==> config.mk <==
export PLATFORM = sky130hd
export DESIGN_NAME = mem_read_arbiter
export DESIGN_NICKNAME = d
export VERILOG_FILES = /design/src/rtl/mem_read_arbiter_pkg.sv /design/src/rtl/mem_req_slot.sv /design/src/rtl/mem_read_arbiter.sv
export SDC_FILE = /design/constraint.sdc
export NUM_CORES = 1
export LEC_CHECK = 0
export CORE_MARGIN = 2
export CORE_UTILIZATION = 54
export DETAILED_ROUTE_END_ITERATION = 16
export PLACE_DENSITY = 0.89
export SLEW_MARGIN = 10
export SYNTH_ARGS = -nofsm -noshare
export SYNTH_HDL_FRONTEND = slang
export SYNTH_SLANG_ARGS = --single-unit
==> constraint.sdc <==
create_clock -name clk -period 6.2 [get_ports clk]
set_clock_uncertainty 0.15 [all_clocks]
set_input_delay 1.86 -clock clk [delete_from_list [all_inputs] [get_ports clk]]
set_output_delay 1.86 -clock clk [all_outputs]
set_load 0.03 [all_outputs]
==> src/rtl/mem_read_arbiter_pkg.sv <==
// Shared types and constants for the two-port memory read arbiter.
// Holds the FSM state encoding, port indices and the round-robin pick.
package mem_read_arbiter_pkg;

    localparam int unsigned CNT_W = 3;

    localparam logic PORT_IFETCH = 1'b0;
    localparam logic PORT_DLOAD  = 1'b1;

    typedef enum logic [1:0] {
        ST_IDLE  = 2'd0,
        ST_ISSUE = 2'd1,
        ST_WAIT  = 2'd2
    } arb_state_e;

    // On a tie the port that did not win last time gets the grant.
    function automatic logic arb_pick(input logic req0, input logic req1, input logic last_grant);
        logic pick;
        if (req0 && req1) begin
            pick = ~last_grant;
        end else if (req1) begin
            pick = PORT_DLOAD;
        end else begin
            pick = PORT_IFETCH;
        end
        return pick;
    endfunction

endpackage

==> src/rtl/mem_req_slot.sv <==
// One requester slot: pending flag, latched address, read-data register and
// the one-cycle valid pulse returned to the requester.
module mem_req_slot #(
    parameter int unsigned ADDR_W = 32,
    parameter int unsigned DATA_W = 32
) (
    input  logic              clk,
    input  logic              resetn,
    input  logic              strb,
    input  logic [ADDR_W-1:0] addr,
    input  logic              complete,
    input  logic [DATA_W-1:0] mem_rdata,
    output logic              req_c,
    output logic [ADDR_W-1:0] req_addr_c,
    output logic              pending,
    output logic [ADDR_W-1:0] pend_addr,
    output logic              rbusy,
    output logic              rvalid,
    output logic [DATA_W-1:0] rdata
);

    logic              pending_q, pending_d;
    logic [ADDR_W-1:0] addr_q, addr_d;
    logic              rvalid_q, rvalid_d;
    logic [DATA_W-1:0] rdata_q, rdata_d;
    logic              accept_c;

    // A strobe while the slot is occupied is a protocol violation and is dropped.
    assign accept_c = strb & ~pending_q;

    always_comb begin
        pending_d = pending_q;
        addr_d    = addr_q;
        rvalid_d  = complete;
        rdata_d   = rdata_q;
        if (accept_c) begin
            pending_d = 1'b1;
            addr_d    = addr;
        end
        if (complete) begin
            pending_d = 1'b0;
            rdata_d   = mem_rdata;
        end
    end

    always_ff @(posedge clk or negedge resetn) begin
        if (!resetn) begin
            pending_q <= 1'b0;
            addr_q    <= '0;
            rvalid_q  <= 1'b0;
            rdata_q   <= '0;
        end else begin
            pending_q <= pending_d;
            addr_q    <= addr_d;
            rvalid_q  <= rvalid_d;
            rdata_q   <= rdata_d;
        end
    end

    // An idle arbiter may grant a fresh strobe directly, so expose it alongside the slot.
    assign req_c      = pending_q | strb;
    assign req_addr_c = pending_q ? addr_q : addr;

    assign pending    = pending_q;
    assign pend_addr  = addr_q;
    assign rbusy      = pending_q;
    assign rvalid     = rvalid_q;
    assign rdata      = rdata_q;

endmodule

==> src/rtl/mem_read_arbiter.sv <==
// Round-robin read arbiter sharing one registered-read memory between the
// instruction-fetch port (0) and the data-load port (1).
module mem_read_arbiter
    import mem_read_arbiter_pkg::*;
#(
    parameter int unsigned ADDR_W  = 32,
    parameter int unsigned DATA_W  = 32,
    parameter int unsigned LATENCY = 1
) (
    input  logic              clk,
    input  logic              resetn,
    input  logic [ADDR_W-1:0] m0_addr,
    input  logic              m0_rstrb,
    output logic              m0_rbusy,
    output logic              m0_rvalid,
    output logic [DATA_W-1:0] m0_rdata,
    input  logic [ADDR_W-1:0] m1_addr,
    input  logic              m1_rstrb,
    output logic              m1_rbusy,
    output logic              m1_rvalid,
    output logic [DATA_W-1:0] m1_rdata,
    output logic [ADDR_W-1:0] mem_addr,
    output logic              mem_rstrb,
    input  logic [DATA_W-1:0] mem_rdata
);

    arb_state_e        state_q, state_d;
    logic [CNT_W-1:0]  cnt_q, cnt_d;
    logic              gnt_q, gnt_d;
    logic              last_grant_q, last_grant_d;
    logic [ADDR_W-1:0] mem_addr_q, mem_addr_d;
    logic              mem_rstrb_q, mem_rstrb_d;
    logic              complete_c;

    logic              req0_c, req1_c;
    logic [ADDR_W-1:0] req_addr0_c, req_addr1_c;
    logic              pend0, pend1;
    logic [ADDR_W-1:0] pend_addr0, pend_addr1;
    logic              pick_c;
    logic              other_c;
    logic              other_pend_c;

    mem_req_slot #(
        .ADDR_W (ADDR_W),
        .DATA_W (DATA_W)
    ) u_slot_ifetch (
        .clk        (clk),
        .resetn     (resetn),
        .strb       (m0_rstrb),
        .addr       (m0_addr),
        .complete   (complete_c && (gnt_q == PORT_IFETCH)),
        .mem_rdata  (mem_rdata),
        .req_c      (req0_c),
        .req_addr_c (req_addr0_c),
        .pending    (pend0),
        .pend_addr  (pend_addr0),
        .rbusy      (m0_rbusy),
        .rvalid     (m0_rvalid),
        .rdata      (m0_rdata)
    );

    mem_req_slot #(
        .ADDR_W (ADDR_W),
        .DATA_W (DATA_W)
    ) u_slot_dload (
        .clk        (clk),
        .resetn     (resetn),
        .strb       (m1_rstrb),
        .addr       (m1_addr),
        .complete   (complete_c && (gnt_q == PORT_DLOAD)),
        .mem_rdata  (mem_rdata),
        .req_c      (req1_c),
        .req_addr_c (req_addr1_c),
        .pending    (pend1),
        .pend_addr  (pend_addr1),
        .rbusy      (m1_rbusy),
        .rvalid     (m1_rvalid),
        .rdata      (m1_rdata)
    );

    assign pick_c       = arb_pick(req0_c, req1_c, last_grant_q);
    assign other_c      = ~gnt_q;
    assign other_pend_c = (other_c == PORT_DLOAD) ? pend1 : pend0;

    // Next-state, grant and memory-side strobe/address.
    always_comb begin
        state_d      = state_q;
        cnt_d        = cnt_q;
        gnt_d        = gnt_q;
        last_grant_d = last_grant_q;
        mem_addr_d   = mem_addr_q;
        mem_rstrb_d  = 1'b0;
        complete_c   = 1'b0;
        unique case (state_q)
            ST_IDLE: begin
                if (req0_c || req1_c) begin
                    state_d      = ST_ISSUE;
                    gnt_d        = pick_c;
                    last_grant_d = pick_c;
                    mem_addr_d   = (pick_c == PORT_DLOAD) ? req_addr1_c : req_addr0_c;
                    mem_rstrb_d  = 1'b1;
                end
            end
            ST_ISSUE: begin
                state_d = ST_WAIT;
                cnt_d   = CNT_W'(LATENCY - 1);
            end
            ST_WAIT: begin
                if (cnt_q == '0) begin
                    complete_c = 1'b1;
                    // The completing port's own strobes were dropped while busy, so only the other can be waiting.
                    if (other_pend_c) begin
                        state_d      = ST_ISSUE;
                        gnt_d        = other_c;
                        last_grant_d = other_c;
                        mem_addr_d   = (other_c == PORT_DLOAD) ? pend_addr1 : pend_addr0;
                        mem_rstrb_d  = 1'b1;
                    end else begin
                        state_d = ST_IDLE;
                    end
                end else begin
                    cnt_d = cnt_q - CNT_W'(1);
                end
            end
            default: begin
                state_d = ST_IDLE;
            end
        endcase
    end

    always_ff @(posedge clk or negedge resetn) begin
        if (!resetn) begin
            state_q      <= ST_IDLE;
            cnt_q        <= '0;
            gnt_q        <= PORT_IFETCH;
            last_grant_q <= PORT_DLOAD;
            mem_addr_q   <= '0;
            mem_rstrb_q  <= 1'b0;
        end else begin
            state_q      <= state_d;
            cnt_q        <= cnt_d;
            gnt_q        <= gnt_d;
            last_grant_q <= last_grant_d;
            mem_addr_q   <= mem_addr_d;
            mem_rstrb_q  <= mem_rstrb_d;
        end
    end

    assign mem_addr  = mem_addr_q;
    assign mem_rstrb = mem_rstrb_q;

endmodule

==> flow_summary.ini <==
[job]
maxCapViolCount = 0

[drt]
drt_pass1_iterations = 5
post-route-drc-count = 0
drt-initial-drc-count = 443
num_vias = 6472
wl_um = 21960
viasPerCell = 6.265
postRouteAntennaNets = 0
wl_per_cell_um = 21.26

[yosys]
synth_seq_cells = 172
yosys_most_used_dff = dfrtp_1
synth_top_area_share = 0.5137
synth.area.top_cells = dfrtp_1, mux2_2, nor2b_1
synth_edf_count = 0
syn_inst = 664
seq_area_frac_synth = 0.5169
synth_cell_types = 35
async_flop_share = 1.000
avgSynthCellArea_um2 = 12.54
synth_area_mm2 = 0.008329
synth_top_area_cell = dfrtp_1
yosys_warnings = 0
synth.net_count = 766

[clocking]
clockRootBuffer = clkbuf_16
cts.sinks = 172
cts_tree = yes
ctsHoldBuffers = 0
postCtsSetupBuffers = 0
numCtsBuffers = 17
clk_path_buf_depth = 2
cts-resized-gates = 0
clock_latency_ns = 0.43
cts-htree-levels = 4
clkSlewWorstSetupHoldPaths_ns = 0.06

[power_and_ir_drop]
powerDensity_mw_per_mm2 = 619.0
switching_share = 0.4114
static-leakage-power_nw = 4.413
p_seq_frac = 0.310
p_clk_frac = 0.161
comb_power_share = 0.528
p_int_mw = 3.999
p_switching_mw = 2.795
peakVddDrop_mv = 0.3812

[cells_and_area]
area_growth_pct = 31.79
fill_cells = 973
stdcell_area_mm2 = 0.01098
diodes = 0
fin_nets = 934
drive_above_1_share = 0.2308
final_util = 0.7247

[worst_setup_path]
worst-path-buf-inv = 2
critPathTopFamily = compound AO/OA/AOI/OAI gates
crit-reg2reg-launch = u_slot_dload.pending
endpoint = mem_addr[13]
worstPathMaxFanout = 46
crit_chain = clkdlybuf4s50_1 -> nor4_1 -> o32a_2 -> buf_4 -> a21oi_1 -> a22o_1
r2r_slack_ns = 3.21
startpoint_type = input pin
worstRegToRegCells = 6
crit_arrival_ns = 4.17
cp.depth = 6
r2r-end = mem_addr[13]
required_ns = 6.36
endpoint_kind = flip-flop
cpPeakStageDelay_ns = 0.80
crit_type = in2reg
critPathLaunch = m1_rstrb
critPathSlowestCell = o32a_2

[sta]
hold_viol = 0
slew_viol_final = 0
min_period_ns = 4.004
hold_slack_ns = 0.3427
fmax_ghz = 0.2497
setup_viol_count_final = 0
rsz0062_at_grt = false
fin_ws_ns = 2.196
tns_ns = 0
max_slew_margin = 0.2302
worst_pin_slew_ns = 1.152
fin_crit_sh = 0.6458

[global_routing]
grt.overflow.total = 0
grt_max_degree = 104
track_usage = 0.2746
grt_pass1_wl_um = 35150
grt_pass1_vias = 6789
antenna_found_initial = 0

[status]
status = finished, final reports clean

[die]
rows = 45
core_area_mm2 = 0.01515
fp.dieH_um = 128.2
initial_core_util = 0.5499
boundaryPins = 201
die_w_um = 128.2
design.die.area_mm2 = 0.01643

[place]
gp_congestion = 0.7829
placedInstanceArea_mm2 = 0.01037
place_ws_ns = 1.789
port_buffers = 200
hpwl_um = 13810

[min_path]
hold_path_class = reg2reg
## logic make-up (layout without fill, tap and decap cells)
group                      after synthesis  count (layout)  synth area share
AOI/OAI and AO/OA                      175             175            0.1636
adders and majority gates                2               2          0.003004
and+or+nand+nor                         88              88           0.06414
DFF                                    172             172            0.5169
buffers and inverters                   66             247           0.03966
muxes                                  161             161            0.2127
## how the worst min path moves through the flow
stage,from,cells after the start,slack (ns),endpoint
CTS,u_slot_dload.rdata[29],1,0.35,u_slot_dload.rdata[29]
floorplan,cnt_q[2],2,0.32,cnt_q[2]
detailed placement,u_slot_dload.rdata[29],1,0.33,u_slot_dload.rdata[29]
global placement,u_slot_dload.rdata[24],1,0.32,u_slot_dload.rdata[24]
finish,u_slot_dload.rdata[24],1,0.34,u_slot_dload.rdata[24]
global route,u_slot_dload.rdata[24],1,0.37,u_slot_dload.rdata[24]
## stage by stage
step,cells,total power [mW]
final,1033,6.794
after floorplan,664,4.481
after detailed placement,1001,5.690
after CTS,1033,6.804
after global routing,1033,7.166
after global placement,1001,5.529
## state kept, by name (all words and copies together), names as in the netlist
| signal | cells |
|---|---|
| cnt_q | 3 |
| gnt_q | 1 |
| last_grant_q | 1 |
| mem_addr | 32 |
| mem_rstrb | 1 |
| state_q | 2 |
| u_slot_dload.pend_addr | 32 |
| u_slot_dload.pending | 1 |
| u_slot_dload.rdata | 32 |
| u_slot_dload.rvalid | 1 |
| u_slot_ifetch.pend_addr | 32 |
| u_slot_ifetch.pending | 1 |
| u_slot_ifetch.rdata | 32 |
| u_slot_ifetch.rvalid | 1 |
## final cells by class
| type | count | area, µm² | area share |
|---|---|---|---|
| inverters | 7 | 26.28 | 0.002394 |
| flip-flops and latches | 172 | 4309 | 0.3926 |
| clock inverters | 14 | 168.9 | 0.01539 |
| clock buffers | 18 | 439.2 | 0.04001 |
| repair buffers | 208 | 2063 | 0.1880 |
| multi-input cells | 426 | 3735 | 0.3402 |
| well taps | 188 | 235.2 | 0.02143 |
## layout by cell type (no fill, tap or decap), types with 4 or more instances in the layout
master           count
a22o_1              32
nand2_1              4
clkdlybuf4s50_1    199
inv_1                4
a2111oi_2           18
mux2i_1             33
dfrtp_1            168
o21ai_0             13
o21ai_1             24
a2111oi_0           14
nor2_1               8
mux2_2             120
clkbuf_16           17
clkinvlp_4           5
a21oi_1             36
nor2b_1             64
buf_4                8
mux2_1               8
a221oi_1            32
## routing by layer
layer / track usage / routed length (µm) / part of all wire / vias up
li1: - / - / - / 2826
met1: 0.3489 / 8837 / 0.40 / 3293
met2: 0.4346 / 10500 / 0.48 / 317
met3: 0.09808 / 2231 / 0.10 / 36
met4: 0.1015 / 397 / 0.018 / 0
met5: 0 / 0 / 0 / -
## Yosys cell counts, types with 2 or more instances
cell	instances
nand2_1	4
nand2b_1	2
a2111oi_0	14
a22o_1	32
nor2_1	9
buf_2	33
inv_2	3
o21a_1	2
ha_1	2
a221oi_1	32
a2111oi_2	18
buf_4	7
mux2i_1	33
dfrtp_1	171
mux2_2	120
a21oi_1	36
mux2_1	8
inv_1	4
clkbuf_1	16
o21ai_1	25
buf_6	2
nor2b_1	66
o21ai_0	13
## power groups by stage
| stage | sequential, mW | clock [mW] | combinational, mW |
|---|---|---|---|
| 5_1_grt | 2.17 | 1.15 | 3.84 |
| 4_1_cts | 2.10 | 1.11 | 3.60 |
| 2_1_floorplan | 2.68 | 0 | 1.80 |
| 6_report | 2.11 | 1.10 | 3.59 |
| 3_5_place_dp | 2.11 | 0 | 3.58 |
| 3_3_place_gp | 2.06 | 0 | 3.47 |
(Power assumes the default switching activity.)
